--- config.mk ---
export PLATFORM = sky130hd
export DESIGN_NAME = datamem_pipe
export DESIGN_NICKNAME = d
export VERILOG_FILES = /design/src/rtl/datamem_pkg.sv /design/src/rtl/datamem_array.sv /design/src/rtl/datamem_pipe.sv
export SDC_FILE = /design/constraint.sdc
export NUM_CORES = 1
export LEC_CHECK = 0
export ABC_AREA = 1
export CAP_MARGIN = 40
export CORE_ASPECT_RATIO = 0.7
export CORE_MARGIN = 2
export CORE_UTILIZATION = 31
export CTS_CLUSTER_DIAMETER = 150
export DETAILED_ROUTE_END_ITERATION = 12
export GPL_TIMING_DRIVEN = 0
export PLACE_DENSITY = 0.49
export SYNTH_ARGS = -nofsm -noshare
export SYNTH_HDL_FRONTEND = slang
export SYNTH_SLANG_ARGS = --single-unit
--- constraint.sdc ---
create_clock -name clk -period 7.5 [get_ports clk]
set_input_delay 2.25 -clock clk [delete_from_list [all_inputs] [get_ports clk]]
set_output_delay 2.25 -clock clk [all_outputs]
set_load 0.02 [all_outputs]
--- src/rtl/datamem_pkg.sv ---
// Shared state encoding and default sizing for the datamem_pipe data memory.
package datamem_pkg;

    localparam int unsigned DATA_W_DEF = 16;
    localparam int unsigned ADDR_W_DEF = 12;
    localparam int unsigned DEPTH_DEF  = 32;

    typedef logic [0:0] state_t;

    localparam state_t CLEAR = 1'b0;
    localparam state_t READY = 1'b1;

endpackage

--- src/rtl/datamem_array.sv ---
// Single-port synchronous RAM: per-byte write enable, registered read data that
// holds its value between reads and clears on reset.
module datamem_array #(
    parameter int unsigned DATA_W = 16,
    parameter int unsigned DEPTH  = 32,
    parameter int unsigned IDX_W  = 5,
    parameter int unsigned BE_W   = 2
) (
    input  logic              clk,
    input  logic              rst,
    input  logic              we,
    input  logic              re,
    input  logic [IDX_W-1:0]  addr,
    input  logic [DATA_W-1:0] wdata,
    input  logic [BE_W-1:0]   be,
    output logic [DATA_W-1:0] rdata
);

    logic [DATA_W-1:0] mem [DEPTH];
    logic [DATA_W-1:0] bit_mask;

    // Expand byte enables to a per-bit write mask
    always_comb begin
        bit_mask = '0;
        for (int i = 0; i < int'(DATA_W); i++) begin
            bit_mask[i] = be[i / 8];
        end
    end

    always_ff @(posedge clk) begin
        if (we) begin
            mem[addr] <= (mem[addr] & ~bit_mask) | (wdata & bit_mask);
        end
    end

    always_ff @(posedge clk) begin
        if (rst) begin
            rdata <= '0;
        end else if (re) begin
            rdata <= mem[addr];
        end
    end

endmodule

--- src/rtl/datamem_pipe.sv ---
// Data memory with power-up clear sweep and 1-cycle read latency.
// Optional byte-enable writes are built when DATAMEM_BYTE_EN_EN is defined.
module datamem_pipe
    import datamem_pkg::*;
#(
    parameter int unsigned DATA_W = DATA_W_DEF,
    parameter int unsigned ADDR_W = ADDR_W_DEF,
    parameter int unsigned DEPTH  = DEPTH_DEF
) (
    input  logic                clk,
    input  logic                rst,
    input  logic                req_DM,
    input  logic                we_DM,
    input  logic [ADDR_W-1:0]   addDM,
    input  logic [DATA_W-1:0]   dataDM,
`ifdef DATAMEM_BYTE_EN_EN
    input  logic [DATA_W/8-1:0] be_DM,
`endif
    output logic                rdy_DM,
    output logic [DATA_W-1:0]   outDM,
    output logic                vld_DM,
    output logic                err_DM
);

    localparam int unsigned IDX_W = (DEPTH > 1) ? $clog2(DEPTH) : 1;
`ifdef DATAMEM_BYTE_EN_EN
    localparam int unsigned BE_W  = DATA_W / 8;
`else
    localparam int unsigned BE_W  = (DATA_W + 7) / 8;
`endif

    state_t            state;
    state_t            state_next;
    logic [IDX_W-1:0]  clr_ptr;
    logic [IDX_W-1:0]  clr_ptr_next;
    logic              accept_c;
    logic              in_range_c;
    logic              arr_we;
    logic              arr_re;
    logic [IDX_W-1:0]  arr_addr;
    logic [DATA_W-1:0] arr_wdata;
    logic [BE_W-1:0]   arr_be;
    logic [BE_W-1:0]   user_be;

`ifdef DATAMEM_BYTE_EN_EN
    assign user_be = be_DM;
`else
    assign user_be = '1;
`endif

    // Full-width compare so out-of-range addresses never alias into the array
    assign in_range_c = ({1'b0, addDM} < (ADDR_W+1)'(DEPTH));
    assign accept_c   = req_DM && rdy_DM;

    always_ff @(posedge clk) begin
        if (rst) begin
            state   <= CLEAR;
            clr_ptr <= '0;
            rdy_DM  <= 1'b0;
            vld_DM  <= 1'b0;
            err_DM  <= 1'b0;
        end else begin
            state   <= state_next;
            clr_ptr <= clr_ptr_next;
            rdy_DM  <= (state_next == READY);
            vld_DM  <= accept_c && !we_DM && in_range_c;
            err_DM  <= accept_c && !in_range_c;
        end
    end

    always_comb begin
        state_next   = state;
        clr_ptr_next = clr_ptr;
        arr_we       = 1'b0;
        arr_re       = 1'b0;
        arr_addr     = IDX_W'(addDM);
        arr_wdata    = dataDM;
        arr_be       = user_be;
        case (state)
            CLEAR: begin
                arr_we       = !rst;
                arr_addr     = clr_ptr;
                arr_wdata    = '0;
                arr_be       = '1;
                clr_ptr_next = clr_ptr + IDX_W'(1);
                if (clr_ptr == IDX_W'(DEPTH - 1)) begin
                    state_next   = READY;
                    clr_ptr_next = '0;
                end
            end
            READY: begin
                arr_we = accept_c && we_DM && in_range_c && !rst;
                arr_re = accept_c && !we_DM && in_range_c && !rst;
            end
            default: state_next = CLEAR;
        endcase
    end

    datamem_array #(
        .DATA_W (DATA_W),
        .DEPTH  (DEPTH),
        .IDX_W  (IDX_W),
        .BE_W   (BE_W)
    ) u_array (
        .clk   (clk),
        .rst   (rst),
        .we    (arr_we),
        .re    (arr_re),
        .addr  (arr_addr),
        .wdata (arr_wdata),
        .be    (arr_be),
        .rdata (outDM)
    );

endmodule

=== Yosys cells after proc, flatten, opt, wreduce, memory -nomap -nowiden ===
Memory sizes are Yosys's and may differ from the RTL's. A register that Yosys moved wholly into a read port is not among the register bits.
Index checks and enable logic that the tools add are counted.
Widths: inputs -> output; s select.

* Add/subtract/negate cells: 1
* Multiply operators: 0
* Div/mod/pow operators: 0
* Order comparisons: 1
* Equal/unequal tests: 1
* Shifts and indexed selects: 0
* Multiplexer cells: 9
* Bitwise gates (word level): 1
* Reduce and logical (&&, ||, !) cells: 11

{| class="wikitable"
|+ Operators with widths
! operator !! number
|-
| $mux 16 || 1
|-
| $lt 12x6->1 const B || 1
|-
| $mux 5 || 2
|-
| $logic_and 1x1->1 || 8
|-
| $add 5x1->5 const B || 1
|-
| $eq 5x5->1 const B || 1
|-
| $mux 1 || 5
|-
| $logic_not 1->1 || 3
|-
| $pmux 1 s2 || 1
|-
| $not 1->1 || 1
|}

* Bits in registers: 8
* Latch bits: 0
* Memory bits (writable): 512
* ROM bits: 0
* Input port bits: 32
* Output and inout port bits: 19
* Logic and storage cells: 29
* Memories kept: 1

{| class="wikitable"
|+ Memories
! memory !! depth !! bits a word !! rd ports !! clocked after memory_dff !! wr ports !! RTL line !! text
|-
| u_array.mem || 32 || 16 || 1 || 1 || 1 || datamem_array.sv:19 || <nowiki>logic [DATA_W-1:0] mem [DEPTH];</nowiki>
|}

=== Logic depth before layout (Yosys ltp) ===
* Word-level depth: 7
* Gate-level depth with buffers: 15
* Depth with buffers taken out: 14

=== By module ===
A second synthesis with hierarchy kept.

* Cell total of the unflattened synthesis: 2282
* Area, all modules: 22833.1 sq um

{| class="wikitable"
|+ Modules (own cells, without submodules)
! module !! times used !! cells each !! area an instance (sq um) !! seq. area each (sq um)
|-
| datamem_array || 1 || 2178 || 22256.3 || 15695.1
|-
| datamem_pipe || 1 || 104 || 576.8 || 160.2
|}

=== Worst setup path after synthesis ===
No wires, ideal clock.

* Kind: input to register
* Start: input addDM[1]
* End: memory u_array.mem[24][0], enable pin
* Setup time: 0.413 ns
* Arrival: 4.311 ns
* Required time: 7.087 ns
* Slack: 2.776 ns
* Stages on the path: 7
* Buffers on the path: 2
* Path through: nand2_1 > o21ai_1 > inv_2 > buf_2 > buf_2 > nand2_1 > nor3b_1

* Word-level cells in the longest chain between the ends: 6
* Elaborated cells on any way between the ends: 7
* Classes of those cells: 1 x order compare; 4 x mux; 2 x reduce/logical

{| class="wikitable"
|+ Ends and longest elaborated chain
! what !! RTL line !! text
|-
| start: declaration || datamem_pipe.sv:14 || <nowiki>input logic [ADDR_W-1:0] addDM,</nowiki>
|-
| $lt 12x6->1 || datamem_pipe.sv:52 || <nowiki>assign in_range_c = ({1'b0, addDM} < (ADDR_W+1)'(DEPTH));</nowiki>
|-
| $logic_and 1x1->1 (2 in a row) || datamem_pipe.sv:92 || <nowiki>arr_we = accept_c && we_DM && in_range_c && !rst;</nowiki>
|-
| $pmux 1 s2 || datamem_pipe.sv:79 || <nowiki>case (state)</nowiki>
|-
| $mux 1 || datamem_array.sv:31 || <nowiki>if (we) begin</nowiki>
|-
| $mux 1 (not written as such) || datamem_array.sv:32 || <nowiki>mem[addr] <= (mem[addr] & ~bit_mask) | (wdata & bit_mask);</nowiki>
|-
| end: declaration || datamem_array.sv:19 ||
|}

Several ways; a longest one is shown, not always the timed one.

=== Worst setup path after layout ===
* Start: input addDM[1]
* End: memory u_array.mem[22][12], enable pin

Same word-level chain as after synthesis.

==> results.txt <==
----------------------------------------------------
[Run status]
  Outcome ... completed

[Cells and area]
  Relative area change from synthesis to final layout ... 19.0%
  Non-filler cells, final ... 3,443
  Commonest cells after routing, fill and taps aside ... nand2_1 (1,203), edfxtp_1 (512), nand3_1 (208)
  Most common cell after layout, fill and taps aside ... nand2_1
  Final Net Count ... around 2.5k
  Ratio of cells with drive above 1 in the final layout ... 0.106

[Floorplanning]
  Core footprint ... 0.0733 mm²
  Overall die width ... 329 µm
  Core Rows ... 83
  I/O pin count ... 51
  Effective utilization at floorplan ... 0.313
  Overall die height ... 232 µm
  Die Area ... about 0.076 mm²

[Clocking]
  Clock tree root buffer cell ... clkbuf_16
  H-tree levels ... 2
  Number of gates given a new drive strength after cts ... 0
  Number of buffers on the longest clock path ... 3
  Clock sinks ... 536
  Clock network latency to the later pin of the worst-skew pair ... 0.64 ns
  Clock transition time at the flip-flop clock pins of the worst setup and hold paths ... 0.07 ns
  Clock tree from TritonCTS ... done
  Number of hold buffers added after CTS ... 0
  Clock buffer count from CTS ... 53
  Setup bufs post-CTS ... 0

[Placement]
  Port Buffers ... 50
  Worst slack at placement ... roughly 1.5 ns
  Detailed Place HPWL ... between 50 and 60 mm
  Total placed cells including tap cells ... 3,339
  Global placement routability congestion ... ~0.9

[Global route]
  Global-route wire length before repair ... ~110 mm
  Overflow left after global routing ... 0
  Pin count of the biggest net entering global routing ... 33
  Via count of the first global-routing pass ... 15.8k
  Antenna violations before repair ... 4
  Total track usage ... 0.197

[Synth]
  Number of flip-flops and latches in the synthesized netlist ... 536
  Sequential fraction of the synthesis area ... 0.690
  Synth Instances ... 2,268
  Synth Cell Area ... 0.0230 mm²
  Proportion of netlist area held by the largest area contributor ... 0.669
  Synth warn ... 0
  Cells taking the most area after synthesis ... edfxtp_1 (67%), nand2_1 (20%), nand3_1 (4.5%)
  Mean cell area of the mapped netlist ... 10.1 µm²
  Number of unique standard cell types used by synthesis ... 29
  Synthesized Nets ... between 2k and 2.5k
  Library cell with the largest summed area after synthesis ... edfxtp_1

[Detailed routing]
  DRC Markers ... 0
  Wire length reported by the detailed router ... between 70 and 80 mm
  Remaining number of nets flagged by the antenna check after routing ... 0
  Average routed wire per standard cell ... 21.8 µm
  Initial DRT Pass Iterations ... 5
  Detailed router's first-iteration violation count ... 2,109
  Drt via density ... 4.83
  Total vias in the final route ... 16.6k

[STA]
  # setup viols final ... 0
  Setup repair after global routing missed its margin ... false
  Fin worst setup slack ... roughly 2.2 ns
  Final worst-path cycle share ... 0.713
  Shortest clock period the worst path allows after layout ... 5.35 ns
  Final Hold Viols ... 0
  FMAX ... 187 MHz
  Worst clock skew ... 0.0266 ns
  Slew headroom ... 0.329
  Transition time at the pin with the least slew margin ... 1.01 ns
  Total count of max-transition violations in the final report ... 0
  Setup TNS ... 0 ns

[Power]
  Leak Pwr ... ~11 nW
  Switching power ... 1.57 mW
  Power share of the clock group ... 0.430
  Power share of the sequential group ... 0.493
  Pwr/cell area ... 242 mW/mm²
  Switching power share of the total ... 0.238
  Logic gate share of total power ... 0.077
  P_int ... 5.03 mW
  Maximum VDD drop ... 0.172 mV

[Worst setup path]
  Start-to-end type of the worst setup path ... input port to flip-flop
  Setup crit start kind ... input port
  Worst path arrival time ... 5.68 ns
  Worst-path cell with the longest stage delay ... nor2_1
  Peak fanout along the critical path ... 10
  Critical Path Sink Type ... flip-flop
  Slowest Stage Delay on Critical Path ... approximately 0.77 ns
  Critical-path cell list ... clkdlybuf4s50_1, nand2_1, o21ai_1, buf_2, clkbuf_1, nand2_1, nor2_1, buf_6
  Required time at the worst-slack endpoint ... 7.83 ns
  Cell type with the highest occurrence count on the critical path ... nand2_1

[Worst hold path]
  Kind of path behind the tightest hold check ... flip-flop to flip-flop

[Job]
  Number of maximum-capacitance violations ... 0

----------------------------------------------------
==> cell families (layout without fill, tap and decap cells) <==
logic type               after synthesis  after routing  synth area share
other                                  0              4                 0
adder cells (fa/ha/maj)                2              2           0.00109
AND/OR/NAND/NOR                     1503           1503             0.262
flip-flops                           536            536             0.690
XOR/XNOR                               1              1          0.000381
AO/OA/AOI/OAI                         29             29           0.00795
buffers and inverters                197            391            0.0383
==> cells in the mapped netlist, drive strengths merged <==
library cell / count
nor2: 71
nand2: 1206
o21ai: 24
xor2: 1
nand3: 208
clkbuf: 37
buf: 84
nor3: 13
inv: 75
clkinv: 1
nand4: 1
a21oi: 5
edfxtp: 512
ha: 2
dfxtp: 24
and3: 1
nor3b: 3
==> flip-flops by register name, summed over array words and instances, names as in the netlist <==
name / flops
u_array.mem: 512
clr_ptr: 5
vld_DM: 1
state: 1
err_DM: 1
u_array.rdata: 16
==> worst paths after layout <==
check / to / start / depth (start not counted) / slack (ns)
setup / recovery: u_array.mem[22][12]$_DFFE_PP_ / addDM[1] / 8 / 2.15
hold / removal: clr_ptr[2]$_SDFFE_PP0N_ / clr_ptr[2]$_SDFFE_PP0N_ / 2 / 0.53
setup reg to reg: u_array.mem[22][12]$_DFFE_PP_ / clr_ptr[1]$_SDFFE_PP0N_ / 7 / 3.62
hold reg to reg: clr_ptr[2]$_SDFFE_PP0N_ / clr_ptr[2]$_SDFFE_PP0N_ / 2 / 0.53
==> routing by layer <==
metal  global-route usage  part of all wire  vias up
met5              0.00575           0.00077        -
met4               0.0445             0.019        2
met1                0.305              0.48     8077
met2                0.264              0.39      678
met3               0.0587              0.10       98
li1                     -                 -     7776
==> per-stage QoR <==
step	util	power, mW	hold slack, ns	area (µm²)
6_report	0.373	6.60	0.529	27300
5_1_grt	0.373	6.79	0.559	27300
4_1_cts	0.372	6.63	0.533	27300
3_5_place_dp	0.348	3.82	0.525	25500
3_3_place_gp	0.337	3.81	0.502	24700
2_1_floorplan	-	3.62	0.474	23000
==> power by group through the flow <==
stage | combinational, mW | clock [mW] | sequential, mW
5_1_grt | 0.565 | 2.97 | 3.25
3_3_place_gp | 0.494 | 0 | 3.32
3_5_place_dp | 0.503 | 0 | 3.32
6_report | 0.510 | 2.84 | 3.25
4_1_cts | 0.505 | 2.87 | 3.25
2_1_floorplan | 0.303 | 0 | 3.32
==> cell type report <==
class	count	area (µm²)
Clock buffer	68	1490
Inverter	76	288
Antenna cell	4	10.0
Fill cell	7325	46000
Timing Repair Buffer	95	1230
Sequential cell	536	15900
Buffer	121	592
Tap cell	977	1220
Clock inverter	31	340
Multi-Input combinational cell	1535	6310
==> worst max-delay path: cells and delay by family <==
kind / cells / cell delay (ns)
buffers and inverters: 4 / 1.68
and+or+nand+nor: 3 / 1.32
AOI/OAI and AO/OA: 1 / 0.41
(Power assumes the default switching activity.)
